**src/rtl/mac_acc_readout.sv**
```systemverilog
// Drain-side reader for the four-lane MAC accumulator.
// Snapshots the lanes and serialises them as a framed word stream.
module mac_acc_readout #(
  parameter int MAC_CONF_WIDTH = 3,
  parameter int MAC_MIN_WIDTH  = 8,
  parameter int MAC_ACC_WIDTH  = 4*MAC_MIN_WIDTH,
  parameter bit CLEAR_ON_READ  = 1'b1
) (
  input  logic                      clk,
  input  logic                      rst,
  input  logic [MAC_CONF_WIDTH-1:0] cfg,
  input  logic [MAC_ACC_WIDTH-1:0]  acc0,
  input  logic [MAC_ACC_WIDTH-1:0]  acc1,
  input  logic [MAC_ACC_WIDTH-1:0]  acc2,
  input  logic [MAC_ACC_WIDTH-1:0]  acc3,
  input  logic                      start,
  output logic [MAC_ACC_WIDTH-1:0]  dout,
  output logic                      dout_valid,
  input  logic                      dout_ready,
  output logic                      dout_last,
  output logic [1:0]                dout_idx,
  output logic                      busy,
  output logic                      overrun,
  output logic                      acc_cset
);

  localparam logic [0:0] IDLE = 1'b0;
  localparam logic [0:0] SEND = 1'b1;

  localparam logic [1:0] M_SINGLE = 2'b00;
  localparam logic [1:0] M_DUAL   = 2'b01;
  localparam logic [1:0] M_QUAD   = 2'b10;

  logic [0:0]               state;
  logic [1:0]               wc;
  logic [1:0]               mode;
  logic [1:0]               eff_mode;
  logic [MAC_ACC_WIDTH-1:0] snap [4];
  logic                     take;
  logic                     hs;

  assign take = (state == IDLE) && start;
  assign hs   = (state == SEND) && dout_ready;

  // Multiply-only and reserved modes frame as independent words.
  always_comb begin
    eff_mode = cfg[1:0];
    if (!cfg[2] || cfg[1:0] == 2'b11)
      eff_mode = M_SINGLE;
  end

  always_ff @(posedge clk) begin
    if (rst) begin
      state    <= IDLE;
      wc       <= 2'd0;
      mode     <= M_SINGLE;
      overrun  <= 1'b0;
      acc_cset <= 1'b0;
      for (int i = 0; i < 4; i++)
        snap[i] <= '0;
    end else begin
      acc_cset <= CLEAR_ON_READ && take;
      if (start && state == SEND)
        overrun <= 1'b1;
      if (take) begin
        snap[0] <= acc0;
        snap[1] <= acc1;
        snap[2] <= acc2;
        snap[3] <= acc3;
        mode    <= eff_mode;
        wc      <= 2'd0;
        state   <= SEND;
      end else if (hs) begin
        wc <= wc + 2'd1;
        if (wc == 2'd3)
          state <= IDLE;
      end
    end
  end

  assign busy       = (state == SEND);
  assign dout_valid = busy;

  always_comb begin
    dout      = '0;
    dout_idx  = 2'd0;
    dout_last = 1'b0;
    if (busy) begin
      dout = snap[wc];
      unique case (1'b1)
        mode == M_DUAL: begin
          dout_idx  = {1'b0, wc[1]};
          dout_last = wc[0];
        end
        mode == M_QUAD: begin
          dout_idx  = 2'd0;
          dout_last = &wc;
        end
        default: begin
          dout_idx  = wc;
          dout_last = 1'b1;
        end
      endcase
    end
  end

endmodule

```
**config.mk**
```make
export PLATFORM = sky130hd
export DESIGN_NAME = mac_acc_readout
export DESIGN_NICKNAME = d
export VERILOG_FILES = /design/src/rtl/mac_acc_readout.sv
export SDC_FILE = /design/constraint.sdc
export NUM_CORES = 1
export LEC_CHECK = 0
export CORE_MARGIN = 4
export CORE_UTILIZATION = 45
export CTS_BUF_LIST = sky130_fd_sc_hd__clkbuf_8
export DETAILED_ROUTE_END_ITERATION = 6
export PLACE_DENSITY = 0.75
export SLEW_MARGIN = 5
export SYNTH_ARGS = -nofsm -noshare
export SYNTH_HDL_FRONTEND = slang
export SYNTH_SLANG_ARGS = --single-unit
```
**constraint.sdc**
```tcl
create_clock -name clk -period 2.7 [get_ports clk]
set_input_delay 0.405 -clock clk [delete_from_list [all_inputs] [get_ports clk]]
set_output_delay 0.405 -clock clk [all_outputs]
set_load 0.01 [all_outputs]
```
Word level (Yosys, flattened, before mapping) --
Memories as Yosys holds them, arrays and structs flattened. A register that Yosys moved wholly into a read port is not among the register bits. Index checks and enable logic that the tools add are counted.
Cells by class: add/sub/neg operators 1, eq/ne operators 4, mux-type cells 20, bitwise operators 5, reductions and logical operators 10
Operator list (count):
- 2-to-1 mux 32 bit | 5
- 2-to-1 mux 1 bit | 9
- 2-to-1 mux 2 bit | 4
- == test 2 bit, second input constant | 3
- OR 1 bit | 4
- one-hot mux 2 bit (2 select lines) | 1
- AND reduction 2 bit | 2
- nonzero test 2 bit | 2
- logical AND 1 bit | 3
- adder 2 x 1 -> 2 bit, second input constant | 1
- == test 2 x 1 -> 1 bit, second input constant | 1
- one-hot mux 1 bit (2 select lines) | 1
- OR reduction 2 bit | 1
- logical NOT 1 bit | 1
- logical OR 1 bit | 1
- inverter 1 bit | 1
Storage, ports and cells: flip-flop bits (word level) 7, bits in writable memories 128, bits of input ports 135, logic and storage cells 46, memories kept 1
Memories:
- snap | words 4, bits a word 32, read ports 1, clocked after memory_dff 1, wr ports 4, RTL line 38 | logic [MAC_ACC_WIDTH-1:0] snap [4];

Logic depth before layout (Yosys ltp) --
depth after elaboration 6, gate-level depth with buffers 5, gate-level depth less buffers 4

Worst setup path before layout --
No wires, ideal clock.
kind input to register, from input port start, to memory snap[0][0] (netlist bit) (enable), arrival time 2.320 ns, data required time 2.267 ns, setup slack -0.053 ns, cell stages on the path 2, cell sequence nor2b_1 or2_2
RTL lines:
- start: declaration | RTL line 16 | input logic start,
- end: declaration | RTL line 38

==> impl_metrics.tcl <==
set metrics [dict create \
    drive_gt1_share_pct 7.99 \
    critPathBufInv 2 \
    cpLargestDelayFamily "buffers and inverters" \
    setup_violations 0 \
    fin_crit_sh_pct 92.9 \
    p_sw_mw 1.00 \
    seq_area_um2 4030 \
    drc 0 \
    crit_chain "buf_4 -> mux2i_1 -> o22ai_1 -> clkdlybuf4s50_1" \
    cp-start-kind "flop" \
    relSlewSlack_pct 60.7 \
    grt_pass1_wl_mm 19.5 \
    cp.depth 4 \
    post_cts_resized 0 \
    rows 42 \
    critPathArrivalTime_ns 2.10 \
    initialDrtViolationCount 331 \
    ys_types 30 \
    cpPeakStageDelay_ns 0.57 \
    dpl_cell_area_um2 8030 \
    htreeDepth 4 \
    cts_tree "done" \
    whs_path_depth 2 \
    yosys_warnings 0 \
    nFillCells 1003 \
    fp.coreArea_um2 13200 \
    io_buffers 173 \
    start_util_pct 45.9 \
    antenna_left 0 \
    multi_input_area_um2 1880 \
    syn_inst 423 \
    viasPerCell 4.98 \
    final_cell_mix "clkdlybuf4s50_1 (173), and2_1 (128), edfxtp_1 (128)" \
    holdBufCountCts 0 \
    tightest_slew_ns 0.589 \
    power_frac_comb_pct 11.4 \
    die-area_um2 15400 \
    vias 3933 \
    cts.clk_slew.worst_paths_ns 0.07 \
    clkSinkCount 137 \
    die_h_um 124 \
    finalClockSkew_ns 0.00860 \
    layout_commonest_cell "clkdlybuf4s50_1" \
    outcome "completed" \
    rsz0062_at_grt "no" \
    finalHoldViolations 0 \
    fin_util_pct 63.4 \
    cts_root_buf "clkbuf_8" \
    critPathRequiredTime_ns 2.30 \
    cap_violations 0 \
    cp-end-kind "primary output" \
    gp_congestion 0.747 \
    cp_slowest_cell "clkdlybuf4s50_1" \
    synth_area_um2 6070 \
    clkPwrFrac_pct 33.8 \
    drt_pass1_iterations 4 \
    powerDensity_nw_per_um2 549 \
    wl_per_cell_um 16.5 \
    final_nets 739 \
    ios 174 \
    clk_latency_ns 0.42 \
    yosysSeqAreaShare_pct 66.2 \
    synth.ff_latch_count 137 \
    r2r_cells 4 \
    swShare_pct 21.7 \
    maxSlewViolCount 0 \
    seq_power_share_pct 54.8 \
    routed_wirelength_mm 13.0 \
    grt_overflow 0 \
    insertedDiodeCount 0 \
    clockBufferDepth 2 \
    max_freq_mhz 398 \
    intPower_mw 3.60 \
    grt_max_degree 81 \
    cts_buffers 17 \
    antenna_found_initial 0 \
    cts_setup_buffers 0 \
    crit_type "flop to primary output" \
    die_x_um 124 \
    grt_usage_pct 16.8 \
    syn_nets 561 \
    hp-class "flop to flop" \
    dp_hpwl_mm 8.97 \
    syn_area_per_cell_um2 14.4 \
    p_leak_nw 2.95 \
    crit_fanout 20 \
    period_minus_slack_ns 2.51 \
    area_delta_synth_final_pct 38.2 \
    grt_pass1_vias 3993 \
    ir_drop_mv 0.301 \
    stdcell_area_um2 8390 \
    tns_ns 0 \
]
-- tightest hold or removal path: cells and delay by family (launching register included) --
family	cells	cell delay, ns
simple gates	1	0.08
compound gates	1	0.04
flops	1	0.34
-- per-stage QoR --
step | total power, mW | hold WS [ns] | std cells | worst slack, ns
global placement | 3.09 | 0.463 | 758 | 0.612
floorplan | 2.77 | 0.482 | 423 | 0.572
finish | 4.61 | 0.497 | 789 | 0.190
CTS | 4.65 | 0.509 | 789 | 0.146
detailed placement | 3.10 | 0.487 | 758 | 0.537
global route | 4.80 | 0.523 | 789 | 0.0518
-- logic make-up (layout without fill, tap and decap cells) --
kind of cell    Yosys count  after routing  synth area share (%)
fa+ha+maj                 3              3                 0.618
buf+inv                  32            222                  2.95
mux                      64             64                  10.5
compound gates           43             43                  4.78
simple gates            144            144                  14.9
flops                   137            137                  66.2
-- synthesized netlist by cell type --
cell type,n,area (µm²)
nor3b_2,1,12.5
o22ai_1,32,200
and3_1,1,6.26
dfxtp_1,9,180
a21oi_1,1,5.00
a311oi_1,1,8.76
nand4bb_1,1,11.3
o32ai_1,2,17.5
clkbuf_2,11,55.1
buf_1,2,7.51
a221oi_1,1,8.76
and2_1,128,801
ha_1,3,37.5
buf_6,1,11.3
a21boi_0,1,7.51
nor2b_1,2,12.5
buf_2,3,15.0
nand2_1,2,7.51
inv_1,2,7.51
nand2b_1,3,18.8
buf_4,9,67.6
nand3_1,1,5.00
a21bo_2,2,20.0
mux2i_1,64,641
clkbuf_1,4,15.0
edfxtp_1,128,3840
nor2_1,2,7.51
a211oi_1,3,22.5
or2_2,1,6.26
nand3b_1,2,15.0
-- per-layer routing --
metal / routed length, µm / share of wire, % / vias to the layer above / GRT usage, %
met1: 5610 / 43 / 1861 / 21.8
met4: 214 / 1.6 / 0 / 6.37
met2: 6230 / 48 / 151 / 27.0
met3: 928 / 7.1 / 21 / 4.63
met5: 0 / 0 / - / 0
li1: - / - / 1900 / -
-- final timing paths --
path                                             endpoint  slack [ns]            startpoint
worst max-delay path                             dout[10]        0.19                  flop
worst min register to register       overrun$_SDFFE_PP0P_        0.50  overrun$_SDFFE_PP0P_
worst max register to register  snap[2][16]$_SDFFCE_PN0P_        1.06     busy$_SDFFE_PP0P_
worst min-delay path                 overrun$_SDFFE_PP0P_        0.50  overrun$_SDFFE_PP0P_
-- power by group through the flow --
stage | combinational, mW | sequential, mW | clock, mW
finish | 0.527 | 2.52 | 1.56
global route | 0.571 | 2.54 | 1.69
CTS | 0.534 | 2.52 | 1.60
detailed placement | 0.530 | 2.57 | 0
global placement | 0.523 | 2.56 | 0
floorplan | 0.210 | 2.56 | 0
-- state kept, by name, summed over array words and instances (netlist names), named ones only --
register  count
acc_cset      1
busy          1
mode          2
overrun       1
snap        128
wc            2
-- final cells by class --
type                    instances  area share [%]
multi-input cells             254            22.4
clock buffers                  17            2.79
inverters                       2          0.0894
well taps                     176            2.62
repair buffers                189            22.5
flip-flops and latches        137            48.0
clock inverters                14            1.61
No activity file was read; power rests on OpenSTA's default activity.
